**src/rtl/bullet_ctrl.sv**
```systemverilog
// Per-player bullet engine: spawns at the tank centre on a fire edge, steps once per frame tick,
// and terminates on an opponent hit, a wall/border or lifetime expiry. Optional macro BULLET_BOUNCE_EN.
module bullet_ctrl #(
   parameter int SCREEN_W   = 1280,
   parameter int SCREEN_H   = 800,
   parameter int BORDER     = 16,
   parameter int BLK        = 32,
   parameter int SPEED      = 4,
   parameter int LIFETIME   = 180,
   parameter int COOLDOWN   = 30
`ifdef BULLET_BOUNCE_EN
   ,
   parameter int MAX_BOUNCE = 3
`endif
) (
   input  logic         clk,
   input  logic         rst,
   input  logic         tick,
   input  logic         fire,
   input  logic [2:0]   rot,
   input  logic [10:0]  tank_x,
   input  logic [9:0]   tank_y,
   input  logic [10:0]  opp_x,
   input  logic [9:0]   opp_y,
   input  logic [999:0] map0,
   output logic [10:0]  bull_x,
   output logic [9:0]   bull_y,
   output logic         bull_active,
   output logic         hit
);

   localparam int CELLS_X = SCREEN_W / BLK;
   localparam int CELLS_Y = SCREEN_H / BLK;
   localparam int CELL_SH = $clog2(BLK);
   localparam int LIFE_W  = $clog2(LIFETIME + 1);
   localparam int CNT_W   = $clog2(COOLDOWN + 1);
   localparam logic signed [11:0] X_MIN = 12'(BORDER + 4);
   localparam logic signed [11:0] X_MAX = 12'(SCREEN_W - 1 - BORDER - 4);
   localparam logic signed [11:0] Y_MIN = 12'(BORDER + 4);
   localparam logic signed [11:0] Y_MAX = 12'(SCREEN_H - 1 - BORDER - 4);
   localparam logic signed [11:0] STEP  = 12'(SPEED);
   localparam logic [10:0] PARK_X = 11'd2000;
   localparam logic [9:0]  PARK_Y = 10'd1000;

   typedef enum logic [1:0] {IDLE, FLIGHT, CHECK, COOL} state_t;

   state_t             state;
   logic               fire_q;
   logic signed [1:0]  dx, dy;
   logic signed [11:0] nx, ny;
   logic [LIFE_W-1:0]  life;
   logic [CNT_W-1:0]   cnt;
`ifdef BULLET_BOUNCE_EN
   localparam int BNC_W = $clog2(MAX_BOUNCE + 1);
   logic [BNC_W-1:0]   bounce;
   logic               blk_x, blk_y;
`endif

   logic signed [11:0] cur_x, cur_y;
   logic [11:0]        ox, oy;
   logic               hit_c, blk_xy, life_end;

   assign cur_x = $signed({1'b0, bull_x});
   assign cur_y = $signed({2'b00, bull_y});
   assign ox    = {1'b0, opp_x};
   assign oy    = {2'b00, opp_y};

   function automatic logic signed [11:0] step(input logic signed [1:0] d);
      if (d == 2'sb01)
         step = STEP;
      else if (d == 2'sb11)
         step = -STEP;
      else
         step = '0;
   endfunction

   // Negative coordinates fall below the border limits in the signed compare, so they block too.
   function automatic logic blocked(input logic signed [11:0] x, input logic signed [11:0] y);
      logic        edge_b;
      logic [11:0] cx, cy, idx;
      edge_b  = (x < X_MIN) || (x > X_MAX) || (y < Y_MIN) || (y > Y_MAX);
      cx      = $unsigned(x) >> CELL_SH;
      cy      = $unsigned(y) >> CELL_SH;
      idx     = cy * 12'(CELLS_X) + cx;
      blocked = edge_b || ((idx < 12'(CELLS_X * CELLS_Y)) ? map0[idx[9:0]] : 1'b1);
   endfunction

   always_comb begin
      hit_c = !nx[11] && !ny[11] &&
              ($unsigned(nx) >= ox) && ($unsigned(nx) < ox + 12'(BLK)) &&
              ($unsigned(ny) >= oy) && ($unsigned(ny) < oy + 12'(BLK));
      blk_xy   = blocked(nx, ny);
      life_end = (life == LIFE_W'(LIFETIME));
`ifdef BULLET_BOUNCE_EN
      blk_x = blocked(nx, cur_y);
      blk_y = blocked(cur_x, ny);
`endif
   end

   always_ff @(posedge clk) begin
      if (rst) begin
         state       <= IDLE;
         fire_q      <= 1'b0;
         dx          <= '0;
         dy          <= '0;
         nx          <= '0;
         ny          <= '0;
         life        <= '0;
         cnt         <= '0;
         bull_x      <= PARK_X;
         bull_y      <= PARK_Y;
         bull_active <= 1'b0;
         hit         <= 1'b0;
`ifdef BULLET_BOUNCE_EN
         bounce      <= '0;
`endif
      end else begin
         fire_q <= fire;
         hit    <= 1'b0;
         case (state)
            IDLE: begin
               if (fire && !fire_q) begin
                  bull_x      <= tank_x + 11'(BLK / 2);
                  bull_y      <= tank_y + 10'(BLK / 2);
                  life        <= '0;
                  bull_active <= 1'b1;
                  state       <= FLIGHT;
`ifdef BULLET_BOUNCE_EN
                  bounce      <= '0;
`endif
                  case (rot)
                     3'd0:    begin dx <= 2'sb00; dy <= 2'sb11; end
                     3'd1:    begin dx <= 2'sb01; dy <= 2'sb00; end
                     3'd2:    begin dx <= 2'sb00; dy <= 2'sb01; end
                     3'd3:    begin dx <= 2'sb11; dy <= 2'sb00; end
                     3'd4:    begin dx <= 2'sb01; dy <= 2'sb11; end
                     3'd5:    begin dx <= 2'sb01; dy <= 2'sb01; end
                     3'd6:    begin dx <= 2'sb11; dy <= 2'sb01; end
                     default: begin dx <= 2'sb11; dy <= 2'sb11; end
                  endcase
               end
            end
            FLIGHT: begin
               if (tick) begin
                  nx    <= cur_x + step(dx);
                  ny    <= cur_y + step(dy);
                  life  <= life + 1'b1;
                  state <= CHECK;
               end
            end
            CHECK: begin
               if (hit_c) begin
                  hit         <= 1'b1;
                  bull_x      <= PARK_X;
                  bull_y      <= PARK_Y;
                  bull_active <= 1'b0;
                  state       <= COOL;
`ifdef BULLET_BOUNCE_EN
               end else if (blk_x || blk_y || blk_xy) begin
                  if (bounce == BNC_W'(MAX_BOUNCE) || life_end) begin
                     bull_x      <= PARK_X;
                     bull_y      <= PARK_Y;
                     bull_active <= 1'b0;
                     state       <= COOL;
                  end else begin
                     // Position is held; only the direction flips on the blocking axis (both on a pure corner).
                     if (blk_x || blk_y) begin
                        if (blk_x) dx <= -dx;
                        if (blk_y) dy <= -dy;
                     end else begin
                        dx <= -dx;
                        dy <= -dy;
                     end
                     bounce <= bounce + 1'b1;
                     state  <= FLIGHT;
                  end
`else
               end else if (blk_xy) begin
                  bull_x      <= PARK_X;
                  bull_y      <= PARK_Y;
                  bull_active <= 1'b0;
                  state       <= COOL;
`endif
               end else if (life_end) begin
                  bull_x      <= PARK_X;
                  bull_y      <= PARK_Y;
                  bull_active <= 1'b0;
                  state       <= COOL;
               end else begin
                  bull_x <= nx[10:0];
                  bull_y <= ny[9:0];
                  state  <= FLIGHT;
               end
            end
            default: begin
               if (cnt == CNT_W'(COOLDOWN)) begin
                  cnt   <= '0;
                  state <= IDLE;
               end else if (tick) begin
                  cnt <= cnt + 1'b1;
               end
            end
         endcase
      end
   end

endmodule

```
**config.mk**
```make
export PLATFORM = sky130hd
export DESIGN_NAME = bullet_ctrl
export DESIGN_NICKNAME = d
export VERILOG_FILES = /design/src/rtl/bullet_ctrl.sv
export SDC_FILE = /design/constraint.sdc
export NUM_CORES = 1
export LEC_CHECK = 0
export BUFFER_PORTS_ARGS = -buffer_cell sky130_fd_sc_hd__buf_2
export CORE_AREA = 2 2 415 417
export CTS_CLUSTER_DIAMETER = 40
export DETAILED_ROUTE_END_ITERATION = 10
export DIE_AREA = 0 0 417 419
export SKIP_LAST_GASP = 1
export SLEW_MARGIN = 20
export SYNTH_ARGS = -nofsm -noshare
export SYNTH_HDL_FRONTEND = slang
export SYNTH_SLANG_ARGS = --single-unit
```
**constraint.sdc**
```tcl
create_clock -name clk -period 11.2 [get_ports clk]
set_clock_uncertainty 0.1 [all_clocks]
set_input_delay 0.56 -clock clk [delete_from_list [all_inputs] [get_ports clk]]
set_output_delay 0.56 -clock clk [all_outputs]
set_load 0.01 [all_outputs]
```
# After elaboration in Yosys (flattened, before gate mapping)
# Cells that the tools add are included.
dict set report op_classes {
  add_sub_neg 9
  n_mul 1
  magnitude_cmp 10
  n_eq_ne 17
  n_mux 43
  n_bitwise 2
  n_reduce_logical 32
}
# operator count
set op_table {}
lappend op_table {{$mux W12} 10}
lappend op_table {{$mux W11} 4}
lappend op_table {{$mux W10} 4}
lappend op_table {{$lt A12 B6 Y1 const B} 2}
lappend op_table {{$pmux W11 S2} 1}
lappend op_table {{$pmux W10 S2} 1}
lappend op_table {{$mux W8} 2}
lappend op_table {{$pmux W8 S2} 1}
lappend op_table {{$add A11 B12 Y12} 1}
lappend op_table {{$add A11 B6 Y12 const B} 1}
lappend op_table {{$add A12 B12 Y12} 1}
lappend op_table {{$add A12 B7 Y12} 1}
lappend op_table {{$ge A12 B10 Y1} 1}
lappend op_table {{$ge A12 B11 Y1} 1}
lappend op_table {{$gt A12 B11 Y1 const B} 1}
lappend op_table {{$gt A12 B12 Y1 const B} 1}
lappend op_table {{$lt A12 B10 Y1 const B} 1}
lappend op_table {{$lt A12 B11 Y1} 1}
lappend op_table {{$lt A12 B12 Y1} 1}
lappend op_table {{$mux W2} 6}
lappend op_table {{$add A10 B6 Y11 const B} 1}
lappend op_table {{$add A11 B5 Y11 const B} 1}
lappend op_table {{$lt A10 B11 Y1 const B} 1}
lappend op_table {{$add A10 B5 Y10 const B} 1}
lappend op_table {{other kinds (30)} 68}
dict set report word_totals {
  register_bits 67
  inputBits 1049
  output_inout_bits 23
  word_cells 126
}

# Depth between registers and ports, before layout
# Gate-level depths: netlist of the first run.
dict set report logic_depth {
  ltp_word 9
  ltp_mapped 15
  ltp_nobuf 13
}

# Least setup slack after synthesis of the first run
# Ideal clock, no wire load.
dict set report synth_timing {
  path_type {reg-to-reg}
  start {reg ny[6]}
  end {reg bull_y[0]}
  setup_ps 89
  arrival_time_ps 3526
  required_time_ps 11011
  setup_slack_ps 7485
  path_stages_with_launch 14
  n_path_buf 1
  cell_sequence {dfxtp_1 -> ha_1 -> ha_1 -> fa_1 -> a21o_1 -> a21oi_1 -> xnor2_1 -> nor4bb_1 -> xor2_1 -> xnor2_1 -> nor4_1 -> o2111ai_4 -> buf_6 -> o32ai_4}
}
dict set report synth_between {
  elab_chain_cells 9
}
# item line
set synth_rtl {}
lappend synth_rtl {{start: declaration} 50} ;# logic signed [11:0] nx, ny;
lappend synth_rtl {{start signal: assignment} 146} ;# ny <= cur_y + step(dy);
lappend synth_rtl {{$mul A7 B3 Y9} 84} ;# idx = cy * 12'(CELLS_X) + cx;
lappend synth_rtl {{$add A12 B7 Y12} 84}
lappend synth_rtl {{$bmux W1 S10} 85} ;# blocked = edge_b || ((idx < 12'(CELLS_X * CELLS_Y)) ? map0[idx[9:0]] : 1'b1);
lappend synth_rtl {{$mux W1 (not written as such)} 85}
lappend synth_rtl {{$mux W1} 85}
lappend synth_rtl {{$logic_or A1 B1 Y1} 85}
lappend synth_rtl {{$mux W10} 178} ;# end else if (blk_xy) begin
lappend synth_rtl {{$mux W10 (*)} 152} ;# if (hit_c) begin
lappend synth_rtl {{$pmux W10 S2 (*)} 120} ;# case (state)
lappend synth_rtl {{end signal: assignment} 124} ;# bull_y <= tank_y + 10'(BLK / 2);
lappend synth_rtl {{end signal: assignment} 191} ;# bull_y <= ny[9:0];
lappend synth_rtl {{end: declaration} 27} ;# output logic [9:0] bull_y,
# Mark *: on every way between the ends. The rest lies on a longest branch, timed or not. The select of a mux whose other input is x is not followed.
# A chain may end at the register's enable or synchronous reset.

# Final worst setup path of the first run
dict set report layout_timing {
  start {reg nx[7]}
  end {reg bull_x[4]}
}
dict set report layout_between {
  elab_chain_cells 8
}
# item line
set layout_rtl {}
lappend layout_rtl {{start: declaration} 50}
lappend layout_rtl {{start signal: assignment} 145} ;# nx <= cur_x + step(dx);
lappend layout_rtl {{$add A12 B7 Y12, or another cell as far along} 84}
lappend layout_rtl {{$bmux W1 S10 or $logic_or A1 B1 Y1 (tied branches)} {85, 81}}
lappend layout_rtl {{$mux W1 (not written as such) or $logic_or A1 B1 Y1 (tied branches)} {85, 81}}
lappend layout_rtl {{$mux W1 or $logic_or A1 B1 Y1 (tied branches)} {85, 81}}
lappend layout_rtl {{$logic_or A1 B1 Y1} 85}
lappend layout_rtl {{$mux W11} 178}
lappend layout_rtl {{$mux W11 (*)} 152}
lappend layout_rtl {{$pmux W11 S2 (*)} 120}
lappend layout_rtl {{end signal: assignment} 123} ;# bull_x <= tank_x + 11'(BLK / 2);
lappend layout_rtl {{end signal: assignment} 190} ;# bull_x <= nx[10:0];
lappend layout_rtl {{end: declaration} 26} ;# output logic [10:0] bull_x,
# Marks and branches as above.

==> results of run 1 <==
cell usage in the layout, fill, tap and decap left out, drive strengths merged, types with 5 or more instances in the layout:
| cell | n |
|---|---|
| o22a | 7 |
| buf | 1110 |
| mux2 | 10 |
| clkbuf | 14 |
| or4 | 7 |
| nor2 | 58 |
| nor3 | 25 |
| mux4 | 224 |
| nand3b | 6 |
| nor4 | 5 |
| o211ai | 17 |
| o21a | 10 |
| a22oi | 33 |
| a211oi | 32 |
| a31oi | 5 |
| nand2b | 10 |
| dfxtp | 67 |
| and3 | 6 |
| nand4 | 21 |
| a22o | 13 |
| ha | 74 |
| inv | 50 |
| xor2 | 19 |
| nor2b | 30 |
| diode | 41 |
| xnor2 | 30 |
| o2111ai | 7 |
| a21o | 7 |
| nand2 | 93 |
| mux2i | 92 |
| o22ai | 14 |
| o21ai | 32 |
| nand3 | 41 |
| a21oi | 79 |
| a221oi | 10 |
logic make-up (layout without fill, tap and decap cells):
family | Yosys count | count (layout) | synth area share
other cells | 0 | 41 | 0
xor+xnor | 49 | 49 | 0.0320
fa+ha+maj | 78 | 78 | 0.0750
buf+inv | 159 | 1176 | 0.0579
compound gates | 314 | 314 | 0.165
mux | 326 | 326 | 0.455
flops | 67 | 67 | 0.100
simple gates | 316 | 316 | 0.115
metal layers:
layer  up-vias  part of all wire
met4        48             0.031
met2      1149              0.47
li1       7443                 -
met3       185              0.10
met5         -            0.0025
met1      8650              0.39
path summary, 6_finish.rpt:
path / from / to / slack [ps] / cells past startpoint
worst min-delay path: nx[0]$_SDFFE_PP0P_ / nx[0]$_SDFFE_PP0P_ / 360 / 2
worst min register to register: nx[0]$_SDFFE_PP0P_ / nx[0]$_SDFFE_PP0P_ / 360 / 2
worst max-delay path: nx[7]$_SDFFE_PP0P_ / bull_x[4]$_SDFFE_PP1P_ / 5150 / 10
worst max register to register: nx[7]$_SDFFE_PP0P_ / bull_x[4]$_SDFFE_PP1P_ / 5150 / 10
worst min-delay path: stages (launching register included):
cell                      delay [ps]
sky130_fd_sc_hd__dfxtp_1         310
sky130_fd_sc_hd__nand2_1          50
sky130_fd_sc_hd__a21oi_1          50
flip-flops by register name (all words and copies together), names as in the netlist:
signal       flops
bull_active      1
bull_x          11
bull_y          10
cnt              5
dx               2
dy               2
fire_q           1
hit              1
life             8
nx              12
ny              12
state            2
final cells by class:
cell class / instances / share of cell area
sequential: 67 / 0.0616
clock inverter: 1 / 0.000228
multi-input combinational: 1083 / 0.523
antenna: 41 / 0.00467
inverter: 51 / 0.00872
timing repair buffer: 1110 / 0.261
clock buffer: 14 / 0.0134
tap: 2233 / 0.127
stage by stage:
stage                     cells  hold WS, ps
final                      4600          359
after detailed placement   4544          349
after global placement     4537          344
after global routing       4579          390
after CTS                  4559          356
after floorplan            1309          332
report_power, final:
part           switching, uW  leakage, uW  internal [uW]
combinational            692      0.00814            478
clock                    101     0.000151            178
sequential              38.0     0.000549            257
total                    831      0.00884            913
==> reports/summary.md, run 1 <==
• **total gr overflow** 0
• **Post-Synthesis Mean Instance Area** 10.2 sq um
• **Setup Fix Bufs, Post-CTS** 0
• **wirelength, routed** 125 mm
• **Rel. slew slack** 0.219
• **largest fanout on the critical path** 108
• **combined flip-flop and latch cell area** 0.00135 sq mm
• **status** finished clean
• **Final Cycle Share** 0.540
• **highest-delay cell along the critical path** sky130_fd_sc_hd__mux2i_1
• **height of the die** 419 um
• **buffering stage count on the worst path with inverters included** 1
• **TritonCTS sink count** 67
• **Site Rows** 152
• **routability-driven placement congestion ratio** 0.981
• **total negative slack for setup checks** 0 ps
• **number of hold buffers added after cts** 0
• **Synth top area share** 0.366
• **GRT Total Usage** 0.134
• **post-synth top area cell** sky130_fd_sc_hd__mux4_2
• **clock tree from TritonCTS** built
• **I/O Buffers** 1071
• **cells along the critical path** buf_12 -> mux4_2 -> mux2i_1 -> nor3_1 -> nor4_1 -> a21oi_1 -> a311oi_1 -> a32o_2 -> o2111ai_4 -> o32a_1
• **Mapped Cells** 1309
• **effective utilization at floorplan** 0.0786
• **Slowest Stage Delay on Critical Path** 760 ps
• **transition time at the pin with the least slew margin** 1170 ps
• **number of nets in the synthesized netlist** 2436
• **area of all placed cells without fillers** 0.0219 sq mm
• **wire per inst** 27.2 um
• **final setup violation count** 0
• **CTS buffer count** 9
• **number of distinct standard cells referenced by the synthesized netlist** 70
• **wire length of the first global-routing pass** 157 mm
• **nature of the critical path startpoint** flop
• **antenna violations before repair** 93
• **num ports** 1072
• **met3 track demand over resource in global routing** 0.0443
• **post-CTS sizing** 0
• **cell types with the highest counts after synthesis** sky130_fd_sc_hd__mux4_2, sky130_fd_sc_hd__nand2_1, sky130_fd_sc_hd__mux2i_1
• **number of flops mapped to enable cells by yosys** 0
• **Top delay family on crit path** compound AO/OA/AOI/OAI gates
• **detailed-route via count** 17500
• **largest net degree at the start of global routing** 109
• **clock insertion delay at the later pin of the skew report** 330 ps
• **vias in the first global route** 17000
• **final worst-path setup slack** 5150 ps
• **Most used DFF post-synth** sky130_fd_sc_hd__dfxtp_1
• **H-tree depth** 3
• **met2 routing resource usage after global routing** 0.225
• **Die Wd** 417 um
• **post-route antenna net violation count** 0
• **share of async-settable or async-resettable flops after synthesis** 0
• **register clock-pin slew on the reported worst setup and hold paths** 50 ps
• **first-iteration detailed-routing DRC count** 1377
• **Max Cap Viol** 0
• **Most Crowded Layer GR** met2
• **IR Drop Worst-Case VDD** 0.0703 mV
• **First-pass DRT Iterations** 5
• **fraction of layout cells with a size suffix above 1** 0.596
• **Crit Path Class** flop to flop
• **Hold/Removal Path Class** flop to flop
• **endpoint required time on the critical path** 11310 ps
• **category of the worst setup path capture point** flop
• **crit path DAT** 6160 ps
• **Residual DRC** 0
• **final period demand of the worst path** 6050 ps
• **Final HPWL DP** 109 mm
• **number of register bits inferred by synthesis** 67
• **unrepaired setup endpoints after global routing** false
• **top post-synthesis cells by area** sky130_fd_sc_hd__mux4_2, sky130_fd_sc_hd__dfxtp_1, sky130_fd_sc_hd__ha_1, sky130_fd_sc_hd__mux2i_1, sky130_fd_sc_hd__a21oi_1
• **number of vias per cell after detailed routing** 3.80
• **Placement Cell Area** 0.0215 sq mm
• **Leak** 0.00884 uW
• **Layout fillers** 19400
• **number of nets in the final layout** 3449
• **number of slew-limit violations in the final report** 0
• **combined area of the multi-input logic cells** 0.0115 sq mm
• **number of buffers between clock root and the deepest sink** 2
• **Power, Total** 1740 uW
• **hold violation total from the final report** 0
• **die area** 0.175 sq mm
• **power density over the cells** 79.4 mW/mm^2
• **met1 demand-to-capacity share in global routing** 0.164
• **most frequent cell after synthesis** sky130_fd_sc_hd__mux4_2
• **post-placement worst setup slack** 5010 ps
• **synthesis-to-layout area growth** 63.7%
• **core footprint** 0.171 sq mm
• **fmax** 0.165 GHz
• **number of warnings printed during yosys synthesis** 0
• **share of synthesized area occupied by flip-flops and latches** 0.100
• **total standard cell area after synthesis** 0.0134 sq mm
• **master cell of the clock root buffer** sky130_fd_sc_hd__clkbuf_16
• **final core utilization** 0.129
Note: power is estimated with default switching activity, not from simulation.
==> run 2, diff against run 1 <==
Settings changed: ABC_AREA from default to 1, CORE_AREA 2 2 415 417 to 2 2 414 416, DIE_AREA 0 0 417 419 to 0 0 416 418.
Clock period 11.2 ns to 6.2 ns, I/O delays scaled along.
==> reports/summary.md, run 2 <==
• **total standard cell area after synthesis** 0.0159 sq mm
• **number of distinct standard cells referenced by the synthesized netlist** 46
• **share of async-settable or async-resettable flops after synthesis** 0
• **transition time at the pin with the least slew margin** 1090 ps
• **internal power of the cells** 2400 uW
• **Mapped Cells** 3161
• **biggest regs** nx (12), ny (12), bull_x (11)
• **number of slew-limit violations in the final report** 0
• **effective utilization at floorplan** 0.0943
• **total gr overflow** 0
• **wirelength, routed** 135 mm
• **Site Rows** 151
• **met2 routed WL** 65.5 mm
• **cell types with the highest counts after synthesis** sky130_fd_sc_hd__nand2_1, sky130_fd_sc_hd__nor2_1, sky130_fd_sc_hd__nand3_1
• **die area** 0.174 sq mm
• **Layout fillers** 20200
• **power share of the sequential group** 0.113
• **highest layer used for signal routing** met5
• **wire per inst** 21.4 um
• **Residual DRC** 0
• **largest fanout on the critical path** 18
• **worst r2r dst** bull_x[2]$_SDFFE_PP0P_
• **clock tree from TritonCTS** built
• **WHS Endpoint** fire_q$_SDFF_PP0_
• **switching part of the total power** 0.626
• **antenna violations before repair** 74
• **post-route antenna net violation count** 0
• **crit path DAT** 4800 ps
• **num ports** 1072
• **Post-Synthesis Mean Instance Area** 5.04 sq um
• **endpoint required time on the critical path** 6330 ps
• **final setup violation count** 0
• **adder-cell share of the synthesized area** 0.0631
• **Rel. slew slack** 0.269
• **unrepaired setup endpoints after global routing** false
• **XOR/XNOR share of the synthesized area** 0.0192
• **commonest non-fill, non-tap cell in the layout** sky130_fd_sc_hd__buf_2
• **Crit Path Class** flop to flop
• **hold violation total from the final report** 0
• **number of hold buffers added after cts** 0
• **TritonCTS sink count** 67
• **wire length of the first global-routing pass** 178 mm
• **fmax** 0.214 GHz
• **area of all placed cells without fillers** 0.0238 sq mm
• **status** finished clean
• **post-CTS sizing** 0
• **number of vias per cell after detailed routing** 3.96
• **category of the worst setup path capture point** flop
• **number of nets in the final layout** 5178
• **Final HPWL DP** 112 mm
• **total negative slack for setup checks** 0 ps
• **Max Cap Viol** 0
• **number of warnings printed during yosys synthesis** 0
• **Final Cycle Share** 0.753
• **number of nets in the synthesized netlist** 4288
• **register clock-pin slew on the reported worst setup and hold paths** 60 ps
• **height of the die** 418 um
• **number of flops mapped to enable cells by yosys** 0
• **met1 layer wirelength in the final routing** 55.6 mm
• **met3 wire length** 11.1 mm
• **routability-driven placement congestion ratio** 0.975
• **net switching power** 4020 uW
• **commonest non-fill, non-tap cells in the layout** sky130_fd_sc_hd__buf_2, sky130_fd_sc_hd__nand2_1, sky130_fd_sc_hd__nor2_1
• **clock network fraction of design power** 0.093
• **Setup Fix Bufs, Post-CTS** 0
• **worst flop-to-flop path startpoint** ny[5]$_SDFFE_PP0P_
• **Leak** 0.0123 uW
• **slack of the worst reg-to-reg path** 1530 ps
• **core footprint** 0.169 sq mm
• **worst hold path stage count** 3
• **CTS buffer count** 9
• **top post-synthesis cells by area** sky130_fd_sc_hd__nand2_1, sky130_fd_sc_hd__nor2_1, sky130_fd_sc_hd__nand3_1, sky130_fd_sc_hd__o21ai_0, sky130_fd_sc_hd__dfxtp_1
• **most frequent cell after synthesis** sky130_fd_sc_hd__nand2_1
• **master cell of the clock root buffer** sky130_fd_sc_hd__clkbuf_16
• **final worst-path setup slack** 1530 ps
• **clock insertion delay at the later pin of the skew report** 350 ps
• **portion of netlist area occupied by mux cells** 0
• **H-tree depth** 3
• **IR Drop Worst-Case VDD** 0.203 mV
• **share of synthesized area occupied by flip-flops and latches** 0.0841
• **Die Wd** 416 um
• **compound-cell area share of the yosys netlist** 0.216
• **I/O Buffers** 1071
• **largest net degree at the start of global routing** 178
• **Placement Cell Area** 0.0234 sq mm
• **first-iteration detailed-routing DRC count** 2569
• **number of buffers between clock root and the deepest sink** 2
• **combinational family with the most area after synthesis** simple AND/OR/NAND/NOR gates
• **detailed-route via count** 24900
• **critical hold path startpoint** fire
• **Synth top area share** 0.167
• **proportion of power drawn by combinational gates** 0.794
• **nature of the critical path startpoint** flop
• **area fraction in and, or, nand and nor cells after synthesis** 0.476
• **number of register bits inferred by synthesis** 67
• **post-placement worst setup slack** 1300 ps
• **post-synth top area cell** sky130_fd_sc_hd__nand2_1
• **synthesis-to-layout area growth** 49.5%
• **Hold/Removal Path Class** input pin to flop
• **Most used DFF post-synth** sky130_fd_sc_hd__dfxtp_1
• **power density over the cells** 269 mW/mm^2
• **fraction of layout cells with a size suffix above 1** 0.296
• **vias in the first global route** 22700
• **First-pass DRT Iterations** 5
• **GRT Total Usage** 0.145
• **final period demand of the worst path** 4670 ps
• **FF-to-FF path depth** 16
## run 2: cell types whose count changed in the layout (fill, tap and decap cells not counted), moves of 21 or more
cell	change
sky130_fd_sc_hd__a211oi_1	-21
sky130_fd_sc_hd__a22oi_1	-33
sky130_fd_sc_hd__diode_2	-23
sky130_fd_sc_hd__inv_1	+258
sky130_fd_sc_hd__mux2i_1	-92
sky130_fd_sc_hd__mux4_2	-218
sky130_fd_sc_hd__nand2_1	+617
sky130_fd_sc_hd__nand3_1	+376
sky130_fd_sc_hd__nor2_1	+532
sky130_fd_sc_hd__nor2b_1	-29
sky130_fd_sc_hd__o211ai_1	+66
sky130_fd_sc_hd__o21ai_0	+334
sky130_fd_sc_hd__o21ai_1	+33
sky130_fd_sc_hd__or2_2	+46
## run 2: cells by family after synthesis
family / Yosys count
flip-flops: 67
buffers and inverters: 543
adder cells (fa/ha/maj): 78
XOR/XNOR: 35
AND/OR/NAND/NOR: 1813
AO/OA/AOI/OAI: 625
## run 2: worst max path at each step
stage                        from                      to  slack, ps  depth (start not counted)
3_3_place_gp   ny[5]$_SDFFE_PP0P_  bull_x[2]$_SDFFE_PP0P_        810                         16
6_report       ny[5]$_SDFFE_PP0P_  bull_x[2]$_SDFFE_PP0P_       1530                         16
4_1_cts        ny[5]$_SDFFE_PP0P_  bull_x[2]$_SDFFE_PP0P_       1280                         16
2_1_floorplan  ny[6]$_SDFFE_PP0P_  bull_y[3]$_SDFFE_PP1P_       3210                         12
5_1_grt        ny[5]$_SDFFE_PP0P_  bull_x[2]$_SDFFE_PP0P_       1160                         16
3_5_place_dp   ny[5]$_SDFFE_PP0P_  bull_x[2]$_SDFFE_PP0P_       1300                         16
## run 2: area by class of cell
class / instances / area, sq um / area share
tap: 2218 / 2780 / 0.116
timing repair buffer: 1105 / 5740 / 0.241
clock inverter: 5 / 85.1 / 0.00357
antenna: 18 / 45.0 / 0.00189
sequential: 67 / 1350 / 0.0568
clock buffer: 11 / 253 / 0.0106
inverter: 317 / 1210 / 0.0510
multi-input combinational: 2551 / 12400 / 0.519
## run 2: worst max-delay path, cell delays in order (launching register included)
cell	delay (ps)
sky130_fd_sc_hd__dfxtp_1	520
sky130_fd_sc_hd__ha_4	200
sky130_fd_sc_hd__fa_2	450
sky130_fd_sc_hd__inv_2	600
sky130_fd_sc_hd__nand2_1	280
sky130_fd_sc_hd__nor2_4	790
sky130_fd_sc_hd__nand3_1	250
sky130_fd_sc_hd__nand3_1	140
sky130_fd_sc_hd__nor2_1	130
sky130_fd_sc_hd__nand2_1	100
sky130_fd_sc_hd__nand3_1	80
sky130_fd_sc_hd__nand3_1	150
sky130_fd_sc_hd__nand3_2	210
sky130_fd_sc_hd__nand3_4	230
sky130_fd_sc_hd__nand2_4	110
sky130_fd_sc_hd__inv_4	130
sky130_fd_sc_hd__nor2_2	40
## run 2: layer usage
layer / vias up / GRT usage
li1: 12100 / -
met5: - / 0
met3: 168 / 0.0326
met4: 34 / 0.0229
met2: 1334 / 0.253
met1: 11300 / 0.183
## run 2: power by group through the flow
stage / registers, uW / logic, uW / clock network (uW)
after floorplan: 655 / 2760 / 0
after detailed placement: 729 / 5270 / 0
after CTS: 723 / 5290 / 599
after global routing: 741 / 5670 / 620
after global placement: 732 / 5280 / 0
final: 726 / 5090 / 598
## run 2: per-stage QoR
step,utilization,power (uW),instances,hold slack [ps]
after global routing,0.141,7040,6281,172
final,0.141,6420,6292,117
after detailed placement,0.139,6000,6257,358
after global placement,0.138,6010,6256,349
after floorplan,-,3420,3161,328
after CTS,0.141,6610,6273,108
==> run 3, diff against run 2 <==
Clock period 6.2 ns to 4.5 ns, I/O delays scaled along.
==> reports/summary.md, run 3 (synthesis results as in run 2) <==
• **status** finished clean
• **largest net degree at the start of global routing** 131
• **unrepaired setup endpoints after global routing** false
• **IR Drop Worst-Case VDD** 0.316 mV
• **highest layer used for signal routing** met5
• **start point of the critical path** ny[5]$_SDFFE_PP0P_
• **total gr overflow** 0
• **wirelength, routed** 136 mm
• **critical path endpoint** bull_x[5]$_SDFFE_PP0P_
• **Final HPWL DP** 115 mm
• **internal power of the cells** 3350 uW
• **first-iteration detailed-routing DRC count** 2431
• **power share of the sequential group** 0.110
• **number of vias per cell after detailed routing** 3.98
• **Leak** 0.0125 uW
• **proportion of power drawn by combinational gates** 0.813
• **met3 wire length** 11.2 mm
• **total placed cells including tap cells** 6304
• **CTS buffer count** 9
• **slack of the worst reg-to-reg path** 350 ps
• **Residual DRC** 0
• **Rel. slew slack** 0.299
• **master cell of the clock root buffer** sky130_fd_sc_hd__clkbuf_16
• **worst flop-to-flop path startpoint** ny[5]$_SDFFE_PP0P_
• **power density over the cells** 369 mW/mm^2
• **Layout fillers** 20200
• **Final Cycle Share** 0.923
• **register clock-pin slew on the reported worst setup and hold paths** 70 ps
• **worst r2r dst** bull_x[5]$_SDFFE_PP0P_
• **post-route antenna net violation count** 0
• **GRT Total Usage** 0.147
• **effective utilization at floorplan** 0.0943
• **largest fanout on the critical path** 13
• **wire per inst** 21.5 um
• **hold violation total from the final report** 0
• **category of the worst setup path capture point** flop
• **met2 routed WL** 67.3 mm
• **commonest non-fill, non-tap cell in the layout** sky130_fd_sc_hd__buf_2
• **TritonCTS sink count** 67
• **number of hold buffers added after cts** 0
• **final setup violation count** 0
• **post-route insts no fill** 6349
• **final core utilization** 0.144
• **number of buffers between clock root and the deepest sink** 2
• **switching part of the total power** 0.626
• **H-tree depth** 3
• **FF-to-FF path depth** 18
• **clock insertion delay at the later pin of the skew report** 360 ps
• **Hold/Removal Path Class** input pin to flop
• **core footprint** 0.169 sq mm
• **number of slew-limit violations in the final report** 0
• **met1 layer wirelength in the final routing** 55.8 mm
• **wire length of the first global-routing pass** 181 mm
• **die area** 0.174 sq mm
• **I/O Buffers** 1071
• **clock tree from TritonCTS** built
• **critical hold path startpoint** fire
• **transition time at the pin with the least slew margin** 1040 ps
• **clock network fraction of design power** 0.077
• **Power, Total** 8980 uW
• **Site Rows** 151
• **biggest regs** nx (12), ny (12), bull_x (11)
• **num ports** 1072
• **antenna violations before repair** 67
• **synthesis-to-layout area growth** 52.4%
• **fraction of layout cells with a size suffix above 1** 0.305
• **First-pass DRT Iterations** 7
• **nature of the critical path startpoint** flop
• **endpoint required time on the critical path** 4650 ps
• **detailed-route via count** 25300
• **Die Wd** 416 um
• **net switching power** 5630 uW
• **final period demand of the worst path** 4150 ps
• **Max Cap Viol** 0
• **fmax** 0.241 GHz
• **vias in the first global route** 22900
• **commonest non-fill, non-tap cells in the layout** sky130_fd_sc_hd__buf_2, sky130_fd_sc_hd__nand2_1, sky130_fd_sc_hd__nor2_1
• **number of nets in the final layout** 5232
• **crit path DAT** 4300 ps
• **routability-driven placement congestion ratio** 0.986
• **height of the die** 418 um
• **Crit Path Class** flop to flop
==> run 3: cell count changes in the layout (fill, tap and decap cells not counted), moves of 2 or more <==
cell and change:
sky130_fd_sc_hd__inv_6 +2, sky130_fd_sc_hd__clkbuf_8 -2, sky130_fd_sc_hd__diode_2 +3, sky130_fd_sc_hd__buf_4 +44, sky130_fd_sc_hd__buf_12 +11, sky130_fd_sc_hd__bufinv_16 -2
==> run 3: power groups by stage <==
stage,registers [uW],clock network [uW],logic [uW]
finish,990,693,7300
global route,1010,719,8120
CTS,993,698,7570
detailed placement,1000,0,7470
global placement,1000,0,7500
floorplan,903,0,3800
==> run 3: repair_timing <==
action / in CTS / in global routing
endpoints found under the hold margin: 0 / 0
gates resized for setup: 1 / 0
setup endpoints to repair: 23 / 0
buffers inserted: 8 / 0
==> run 3: worst max-delay path, cell delays in order (launching register included) <==
cell and delay, ps:
sky130_fd_sc_hd__dfxtp_1 480, sky130_fd_sc_hd__ha_4 190, sky130_fd_sc_hd__fa_2 450, sky130_fd_sc_hd__inv_2 450, sky130_fd_sc_hd__nand2_1 260, sky130_fd_sc_hd__nor2_4 180, sky130_fd_sc_hd__buf_12 140, sky130_fd_sc_hd__buf_4 230
sky130_fd_sc_hd__nand3_1 120, sky130_fd_sc_hd__nand3_1 140, sky130_fd_sc_hd__nor2_1 120, sky130_fd_sc_hd__nand2_1 80, sky130_fd_sc_hd__nand3_1 90, sky130_fd_sc_hd__nand3_1 110, sky130_fd_sc_hd__nand3_2 340, sky130_fd_sc_hd__nand3_4 260
sky130_fd_sc_hd__nand2_4 110, sky130_fd_sc_hd__inv_4 110, sky130_fd_sc_hd__nor2_2 40
==> run 3: area by class of cell <==
type / count / area, sq um / share of cell area
diodes: 21 / 52.6 / 0.00216
clock buffers: 10 / 229 / 0.00942
clock inverters: 6 / 47.5 / 0.00196
inverters: 317 / 1210 / 0.0500
multi-input cells: 2551 / 12400 / 0.509
flip-flops and latches: 67 / 1350 / 0.0556
well taps: 2218 / 2780 / 0.114
repair buffers: 1159 / 6260 / 0.258
==> run 3: metrics by stage <==
step	setup WS [ps]	TNS, ps	hold slack, ps	area [sq um]
3_5_place_dp	-469	-7750	360	23900
5_1_grt	76.8	0	49.1	24300
4_1_cts	223	0	13.2	24300
6_report	345	0	13.4	24300
3_3_place_gp	-409	-6610	359	23900
2_1_floorplan	1510	0	261	15900
==> run 3: how the worst min path moves through the flow <==
stage | depth (start not counted) | to | slack, ps
finish | 3 | fire_q$_SDFF_PP0_ | 10
global route | 3 | fire_q$_SDFF_PP0_ | 50
CTS | 3 | fire_q$_SDFF_PP0_ | 10
detailed placement | 2 | dy[1]$_SDFFE_PP0P_ | 360
global placement | 2 | dy[1]$_SDFFE_PP0P_ | 360
floorplan | 2 | fire_q$_SDFF_PP0_ | 260
==> run 3: metal layers <==
layer / global-route usage / vias to the layer above
met5: 0 / -
met4: 0.0196 / 32
met3: 0.0311 / 156
met2: 0.259 / 1284
met1: 0.187 / 11600
li1: - / 12200
